==> src/rtl/seq_alu.sv <==
// seq_alu: multi-cycle ALU with a start/done handshake and MIPS-style HI/LO.
// Single-cycle logic/arith/compare ops; iterative MULTU (shift-add) and
// DIVU (restoring). The divider is built only when SEQ_ALU_DIV_EN is defined;
// otherwise DIVU decodes as an undefined opcode.
module seq_alu #(
   parameter int WIDTH = 32
) (
   input  logic             clk,
   input  logic             reset_n,
   input  logic             start,
   input  logic [WIDTH-1:0] SrcA,
   input  logic [WIDTH-1:0] SrcB,
   input  logic [3:0]       ALUControl,
   output logic [WIDTH-1:0] ALUResult,
   output logic             Zero,
   output logic [WIDTH-1:0] Hi,
   output logic [WIDTH-1:0] Lo,
   output logic             busy,
   output logic             done
);

   localparam int CW = $clog2(WIDTH);

   typedef enum logic [1:0] {IDLE, MUL, DIV, DONE} state_e;

   typedef enum logic [3:0] {
      OP_AND   = 4'b0000, OP_OR    = 4'b0001, OP_ADD   = 4'b0010,
      OP_XOR   = 4'b0011, OP_NOR   = 4'b0100, OP_SLTU  = 4'b0101,
      OP_SUB   = 4'b0110, OP_SLT   = 4'b0111, OP_MULTU = 4'b1000,
      OP_DIVU  = 4'b1001, OP_MFHI  = 4'b1010, OP_MFLO  = 4'b1011
   } op_e;

   state_e             state, state_nx;
   logic [2*WIDTH-1:0] acc;
   logic [WIDTH-1:0]   opb;
   logic [CW-1:0]      cnt;
   logic               last;
   logic [WIDTH-1:0]   alu_res;
   logic [WIDTH:0]     mul_sum;
   logic [2*WIDTH-1:0] mul_next;

   assign last = (cnt == CW'(WIDTH - 1));

   // Shift-add step: acc holds {partial product, remaining multiplier bits}
   always_comb begin
      mul_sum  = {1'b0, acc[2*WIDTH-1:WIDTH]} + {1'b0, (acc[0] ? opb : '0)};
      mul_next = {mul_sum, acc[WIDTH-1:1]};
   end

`ifdef SEQ_ALU_DIV_EN
   logic [WIDTH:0]   div_sh;
   logic             div_ge;
   logic [WIDTH-1:0] div_diff;
   logic [WIDTH-1:0] rem_n;
   logic [WIDTH-1:0] quo_n;

   // Restoring step: acc holds {remainder, dividend bits shifting into quotient}.
   // A zero divisor always "subtracts", giving all-ones quotient and rem = A.
   always_comb begin
      div_sh   = {acc[2*WIDTH-1:WIDTH], acc[WIDTH-1]};
      div_ge   = (div_sh >= {1'b0, opb});
      div_diff = div_sh[WIDTH-1:0] - opb;
      rem_n    = div_ge ? div_diff : div_sh[WIDTH-1:0];
      quo_n    = {acc[WIDTH-2:0], div_ge};
   end
`endif

   // Single-cycle result decode
   always_comb begin
      alu_res = '0;
      case (ALUControl)
         OP_AND:  alu_res = SrcA & SrcB;
         OP_OR:   alu_res = SrcA | SrcB;
         OP_ADD:  alu_res = SrcA + SrcB;
         OP_XOR:  alu_res = SrcA ^ SrcB;
         OP_NOR:  alu_res = ~(SrcA | SrcB);
         OP_SUB:  alu_res = SrcA - SrcB;
         OP_SLT:  alu_res = WIDTH'($signed(SrcA) < $signed(SrcB));
         OP_SLTU: alu_res = WIDTH'(SrcA < SrcB);
         OP_MFHI: alu_res = Hi;
         OP_MFLO: alu_res = Lo;
         default: alu_res = '0;
      endcase
   end

   // State register
   always_ff @(posedge clk) begin
      if (!reset_n) state <= IDLE;
      else          state <= state_nx;
   end

   // Next-state logic
   always_comb begin
      state_nx = state;
      case (state)
         IDLE: begin
            if (start) begin
               case (ALUControl)
                  OP_MULTU: state_nx = MUL;
`ifdef SEQ_ALU_DIV_EN
                  OP_DIVU:  state_nx = DIV;
`endif
                  default:  state_nx = DONE;
               endcase
            end
         end
         MUL:     if (last) state_nx = DONE;
`ifdef SEQ_ALU_DIV_EN
         DIV:     if (last) state_nx = DONE;
`endif
         DONE:    state_nx = IDLE;
         default: state_nx = IDLE;
      endcase
   end

   // Handshake outputs
   always_comb begin
      busy = (state != IDLE);
      done = (state == DONE);
   end

   // Datapath: operand capture, iteration, and result/HI/LO registers
   always_ff @(posedge clk) begin
      if (!reset_n) begin
         acc       <= '0;
         opb       <= '0;
         cnt       <= '0;
         ALUResult <= '0;
         Zero      <= 1'b1;
         Hi        <= '0;
         Lo        <= '0;
      end else begin
         case (state)
            IDLE: begin
               if (start) begin
                  cnt <= '0;
                  case (ALUControl)
                     OP_MULTU: begin
                        acc <= {{WIDTH{1'b0}}, SrcB};
                        opb <= SrcA;
                     end
`ifdef SEQ_ALU_DIV_EN
                     OP_DIVU: begin
                        acc <= {{WIDTH{1'b0}}, SrcA};
                        opb <= SrcB;
                     end
`endif
                     default: begin
                        ALUResult <= alu_res;
                        Zero      <= (alu_res == '0);
                     end
                  endcase
               end
            end
            MUL: begin
               acc <= mul_next;
               cnt <= cnt + 1'b1;
               if (last) begin
                  Hi        <= mul_next[2*WIDTH-1:WIDTH];
                  Lo        <= mul_next[WIDTH-1:0];
                  ALUResult <= mul_next[WIDTH-1:0];
                  Zero      <= (mul_next[WIDTH-1:0] == '0);
               end
            end
`ifdef SEQ_ALU_DIV_EN
            DIV: begin
               acc <= {rem_n, quo_n};
               cnt <= cnt + 1'b1;
               if (last) begin
                  Hi        <= rem_n;
                  Lo        <= quo_n;
                  ALUResult <= quo_n;
                  Zero      <= (quo_n == '0);
               end
            end
`endif
            default: ;
         endcase
      end
   end

endmodule

==> config.mk <==
export PLATFORM = sky130hd
export DESIGN_NAME = seq_alu
export DESIGN_NICKNAME = d
export VERILOG_FILES = /design/src/rtl/seq_alu.sv
export SDC_FILE = /design/constraint.sdc
export NUM_CORES = 1
export LEC_CHECK = 0
export CAP_MARGIN = 20
export CORE_MARGIN = 1
export CORE_UTILIZATION = 49
export CTS_BUF_LIST = sky130_fd_sc_hd__clkbuf_8
export DETAILED_ROUTE_END_ITERATION = 12
export PLACE_DENSITY_LB_ADDON = 0.1
export SYNTH_ARGS = -nofsm -noshare
export SYNTH_HDL_FRONTEND = slang
export SYNTH_SLANG_ARGS = --single-unit
==> constraint.sdc <==
create_clock -name clk -period 7.1 [get_ports clk]
set_clock_uncertainty 0.05 [all_clocks]
set_input_delay 1.42 -clock clk [delete_from_list [all_inputs] [get_ports clk]]
set_output_delay 1.42 -clock clk [all_outputs]
set_load 0.02 [all_outputs]
==> results of run 1 <==
[layer usage]
metal  global-route usage, %  up-vias
met5                       0        -
met4                    12.4        0
met3                    8.72      103
met2                    58.2     1038
met1                    56.6     8380
li1                        -     8080
[worst paths after layout]
| check | from | endpoint |
|---|---|---|
| worst max register to register | acc[0] | acc[63] |
| worst min-delay path | opb[24] | opb[24] |
| worst min register to register | opb[24] | opb[24] |
| worst max-delay path | SrcB[15] | ALUResult[26] |
[power by group]
group          leakage [nW]  switching (mW)  internal [mW]  total (mW)
clock                 0.203           0.469          0.270       0.739
combinational          5.31           0.581          0.289       0.870
sequential             1.62          0.0360           1.16        1.19
total                  7.13            1.09           1.72        2.80
[cell families (layout without fill, tap and decap cells)]
kind of cell	count (synthesis)	count (layout)	share of synthesized area, %
simple gates	866	866	24.7
compound gates	698	698	29.3
buf+inv	258	331	6.72
flops	200	200	24.8
fa+ha+maj	145	145	11.4
xor+xnor	33	33	1.79
mux	20	20	1.30
other cells	0	1	0
[synthesized netlist by cell type (6+ instances only)]
library cell,instances
a2111oi_0,9
a211o_1,13
a211oi_1,24
a21o_1,26
a21oi_1,269
a221oi_1,12
a22oi_1,31
a311oi_1,29
a31oi_1,30
and2_1,38
and3_1,9
buf_1,17
buf_2,17
buf_4,11
buf_6,7
clkbuf_1,101
dfxtp_1,200
ha_1,142
inv_1,102
mux2_2,6
mux2i_1,13
nand2_1,381
nand2b_1,16
nand3_1,65
nand3b_1,6
nand4_1,15
nor2_1,185
nor2b_1,19
nor3_1,53
nor4_1,20
o211a_1,6
o211ai_1,30
o21a_1,16
o21ai_0,80
o21ai_1,9
o21bai_1,7
o221ai_1,8
o22ai_1,8
o31ai_1,11
or2_2,11
or3_1,7
xnor2_1,23
xor2_1,10
[state kept, by name, indices dropped and copies added (netlist names)]
register,flops
acc,64
ALUResult,32
cnt,5
Hi,32
state,2
Lo,32
opb,32
Zero,1
[cell type report]
type / instances / area, um^2
Fill cell: 3147 / 14100
Multi-Input combinational cell: 1762 / 11100
Sequential cell: 200 / 4000
Timing Repair Buffer: 194 / 1870
Tap cell: 442 / 553
Inverter: 105 / 399
Clock buffer: 17 / 234
Clock inverter: 15 / 180
Antenna cell: 1 / 2.50
[through the flow]
| stage | setup slack, ps | hold WS [ps] |
|---|---|---|
| 6_report | 1520 | 407 |
| 5_1_grt | 1370 | 421 |
| 4_1_cts | 1700 | 408 |
| 3_5_place_dp | 1210 | 392 |
| 3_3_place_gp | 1220 | 388 |
| 2_1_floorplan | 2780 | 382 |
[worst max-delay path: stages]
cell and delay (ps):
clkdlybuf4s50_1 640, inv_1 120, ha_1 600, inv_1 150, a21oi_1 430, nand2_1 190, o41ai_2 580, and2_1 310
o21ai_0 160, o211a_1 220, a21oi_1 510, nor2_1 80, or3_1 340, a21oi_1 160
==> summary.md, run 1 <==
| Metric | Value |
|---|---|
| Share of cells above drive strength 1 | `5.93%` |
| Initial antenna violation count | `1` |
| Met1 wire length | `29.3 mm` |
| #FFs+latches synth | `200` |
| Met2 routed WL | `28.6 mm` |
| Clk sinks | `200` |
| Synth warn | `0` |
| Area of placed instances | `about 18,000 um^2` |
| Syn nets | `2,436` |
| Top layer in use | `met4` |
| Post-cts gate resize count | `0` |
| Synth area leader | `dfxtp_1` |
| Slew HR | `between 20% and 30%` |
| Clk slew on worst S/H paths | `~110 ps` |
| Crit path time final | `about 5600 ps` |
| FFs w/ async S/R, synth | `0%` |
| Layout Cells excl Fill | `2,736` |
| Status | `complete, no violations` |
| Startpoint class of the critical path | `input port` |
| CTS H-Tree Depth | `4` |
| CTS root buf | `clkbuf_8` |
| Reg2Reg Setup Slack | `~3100 ps` |
| Initial Util | `around half` |
| Dpl hpwl | `between 50 and 60 mm` |
| Static leakage | `roughly 7 nW` |
| Sequential-to-total area share from yosys stat | `roughly 25%` |
| Slew Limit Fails | `0` |
| RePlAce Congestion | `between 1 and 1.5` |
| Syn-to-layout area delta | `13.9%` |
| FF-to-FF path depth | `15` |
| Cells on Worst Hold Path | `2` |
| Peak supply drop | `0.000141 V` |
| PD cells | `152 nW/um^2` |
| Top Ports | `170` |
| Routed Antenna Nets | `0` |
| CTS Buf Count | `17` |
| Final period util | `between 70 and 80%` |
| Die Wd | `183 um` |
| DIE HEIGHT | `~180 um` |
| GRT Residual Overflow | `0` |
| Setup violators final | `0` |
| Worst Tran Pin Value | `approximately 1100 ps` |
| Synth top area cells | `dfxtp_1 (25%), ha_1 (11%), nand2_1 (8.9%)` |
| Top FF cell, synth | `dfxtp_1` |
| CTS tree | `built` |
| Gr usage total | `just under 40%` |
| Syn avg cell area | `about 7.3 um^2` |
| Mean routed wirelength per cell | `approximately 25 um` |
| Max Root-Sink Buffers | `2` |
| Overall Power | `between 2 and 3 mW` |
| RSZ-0062 raised after global routing | `false` |
| DR iter-0 viols | `approximately 2,200` |
| Most frequent cells in the layout | `nand2_1 (380), a21oi_1 (269), dfxtp_1 (200)` |
| TNS Setup | `0 ps` |
| Row cnt | `66` |
| Placed Instances | `about 2,700` |
| Post-route cell area | `18,400 um^2` |
| Top cell type's share of synthesized area | `between 20% and 30%` |
| Fin nets | `2,496` |
| Hold-fix buffers at CTS | `0` |
| Via/cell ratio | `6.43` |
| Setup CP Type | `input port to flip-flop` |
| Pin count of the biggest net entering global routing | `~120` |
| Number of global-route vias before repair | `15,900` |
| Core area | `~32,000 um^2` |
| Commonest non-fill, non-tap cell in the layout | `nand2_1` |
| Fin util | `56.6%` |
| Hold Crit Class | `flip-flop to flip-flop` |
| Clock Latency Late Sink | `490 ps` |
| Crit path capture type | `flip-flop` |
| Unique masters post-synth | `approximately 110` |
| Post-Syn Area | `around 16,000 um^2` |
| Maxcap violations | `0` |
| Post-synth EDFFs | `0` |
| DRT Wirelength | `between 60 and 70 mm` |
| Achievable Freq | `~180 MHz` |
| Worst-path fanout max | `11` |
| Post CTS Setup Buffer Count | `0` |
| Drc violations | `0` |
| Port bufs | `approximately 170` |
| First-pass GRT wire length | `around 100 mm` |
| Met3 wire len | `~8 mm` |
| CP Data Required Time | `7450 ps` |
| WP data arrival | `just under 6000 ps` |
| Die ar. | `around 34,000 um^2` |
| Vias | `~18,000` |
| DRT Pass-1 Iters | `6` |
| Syn Inst Count | `2,220` |
| Hold Fails Final Rpt | `0` |
(Power assumes the default switching activity.)
==> inputs of run 2 (changes only) <==
==> constraint.sdc (replaced) <==
create_clock -name clk -period 4.9 [get_ports clk]
set_clock_uncertainty 0.05 [all_clocks]
set_input_delay 0.98 -clock clk [delete_from_list [all_inputs] [get_ports clk]]
set_output_delay 0.98 -clock clk [all_outputs]
set_load 0.02 [all_outputs]
==> run 2 against run 1 <==
  * Clock-buffer cell count increased by 1
  * Worst hold slack hardly changed
  * Highest routed layer unchanged
  * Largest cell class unchanged
  * Critical path depth is 1 higher
  * Worst setup slack got worse by 1400 ps
  * Global-route usage increased by 1.5 points
  * Wire length grew 3.2%
==> summary.md, run 2 (synthesized netlist as in run 1, its figures left out) <==
| Metric | Value |
|---|---|
| CP Data Required Time | `around 5300 ps` |
| Peak supply drop | `roughly 0.00019 V` |
| DR iter-0 viols | `2,148` |
| Vias | `about 18,000` |
| WP data arrival | `5190 ps` |
| Fin util | `60.5%` |
| CTS tree | `built` |
| Startpoint class of the critical path | `input port` |
| RSZ-0062 raised after global routing | `false` |
| Static leakage | `~8 nW` |
| Drc violations | `0` |
| Clk slew on worst S/H paths | `approximately 110 ps` |
| Worst-path fanout max | `10` |
| Number of global-route vias before repair | `roughly 17,000` |
| Slew Limit Fails | `0` |
| Most frequent cells in the layout | `nand2_1 (380), a21oi_1 (269), dfxtp_1 (200)` |
| Fillcell total | `a little over 3,000` |
| TNS Setup | `0 ps` |
| Hold Crit Class | `flip-flop to flip-flop` |
| Worst r2r src | `acc[0]` |
| Reg2Reg Setup Slack | `around 900 ps` |
| Crit-path max cell delay | `approximately 650 ps` |
| Slew HR | `34.1%` |
| Gr usage total | `40.9%` |
| Max Root-Sink Buffers | `2` |
| Syn-to-layout area delta | `21.7%` |
| Setup crit start | `SrcB[17]` |
| CTS H-Tree Depth | `4` |
| RePlAce Congestion | `1.08` |
| Maxcap violations | `0` |
| Fin nets | `about 2,700` |
| CTS Buf Count | `17` |
| Core area | `approximately 32,000 um^2` |
| Sequential cell area | `around 4000 um^2` |
| Initial antenna violation count | `3` |
| CP max-delay cell | `clkdlybuf4s50_1` |
| Max reg flops | `between 60 and 70` |
| Crit path time final | `4830 ps` |
| Pin count of the biggest net entering global routing | `approximately 130` |
| Clock Latency Late Sink | `490 ps` |
| Die ar. | `33,700 um^2` |
| Routed Antenna Nets | `0` |
| DIE HEIGHT | `approximately 180 um` |
| Port bufs | `about 170` |
| FF-to-FF path depth | `14` |
| Row cnt | `66` |
| Crit-path cells | `clkdlybuf4s50_1 -> inv_1 -> ha_1 -> buf_4 -> nor4_1 -> nand2_1 -> a31oi_1 -> o41ai_2 -> a31oi_1 -> o31ai_2 -> nor3_1 -> and4bb_1 -> and4_1 -> nand4b_1 -> o41ai_2` |
| Share of cells above drive strength 1 | `12.4%` |
| Top Ports | `170` |
| Dpl hpwl | `between 50 and 60 mm` |
| Post-placement worst setup slack | `-412 ps` |
| Die Wd | `183 um` |
| Clk sinks | `200` |
| Hold Fails Final Rpt | `0` |
| Achievable Freq | `207 MHz` |
| PD cells | `212 nW/um^2` |
| Most flops, register | `acc` |
| Worst Tran Pin Value | `964 ps` |
| GRT Residual Overflow | `0` |
| Hold WS | `between 400 and 500 ps` |
| Critical Path End | `Zero` |
| Setup CP Type | `input port to flip-flop` |
| First-pass GRT wire length | `between 100 and 150 mm` |
| Status | `complete, no violations` |
| DRT Wirelength | `roughly 70 mm` |
| Via/cell ratio | `approximately 6.3` |
| CTS root buf | `clkbuf_8` |
| Area of the multi-input gates | `roughly 11,000 um^2` |
| Hold-fix buffers at CTS | `0` |
| Setup violators final | `0` |
| R2r endpoint | `Hi[31]` |
| Initial Util | `49.7%` |
| Commonest non-fill, non-tap cell in the layout | `nand2_1` |
| Mean routed wirelength per cell | `24.1 um` |
| Final period util | `a little over nine tenths` |
| DRT Pass-1 Iters | `6` |
| Fin worst setup slack | `68.4 ps` |
| Crit path capture type | `flip-flop` |
-- run 2: cell type report --
cell class              instances  share of cell area (%)
diodes                          3                  0.0383
clock buffers                  18                    1.26
clock inverters                13                   0.580
inverters                     105                    2.03
multi-input cells            1762                    56.7
flip-flops and latches        200                    20.4
well taps                     442                    2.82
repair buffers                362                    16.1
-- run 2: report_power, final --
part,switching (mW),internal (mW)
clock network,0.626,0.376
registers,0.0571,1.68
logic,0.875,0.549
total,1.56,2.60
-- run 2: metrics by stage --
step / total power, mW / instance area, um^2 / cells
global placement: 3.13 / 19300 / 2871
finish: 4.16 / 19600 / 2905
global route: 4.31 / 19600 / 2904
floorplan: 2.51 / 16100 / 2220
detailed placement: 3.13 / 19300 / 2871
CTS: 4.11 / 19600 / 2902
-- run 2: critical path: cells and delay by family --
| family | cells | cell delay [ps] |
|---|---|---|
| AOI/OAI and AO/OA | 5 | 1450 |
| and+or+nand+nor | 6 | 1390 |
| buffers and inverters | 3 | 970 |
| adders and majority gates | 1 | 360 |
-- run 2: what timing repair did --
action | 4_1_cts | 5_1_grt
endpoints found under the setup margin | 0 | 1
buffers inserted | 0 | 0
hold endpoints to repair | 0 | 0
resized for setup | 0 | 1
-- run 2: how the worst min path moves through the flow --
stage	cells after the start	end	start
final	2	opb[25]	opb[25]
after global routing	2	opb[25]	opb[25]
after CTS	2	opb[25]	opb[25]
after detailed placement	2	opb[25]	opb[25]
after global placement	2	opb[12]	opb[12]
after floorplan	2	opb[0]	opb[0]
-- run 2: routing by layer --
metal | wire (um) | track usage, % | part of all wire (%)
met2 | 28500 | 58.1 | 41
met5 | 0 | 0 | 0
met1 | 30500 | 58.9 | 44
met3 | 8240 | 10.0 | 12
met4 | 2700 | 15.7 | 3.9
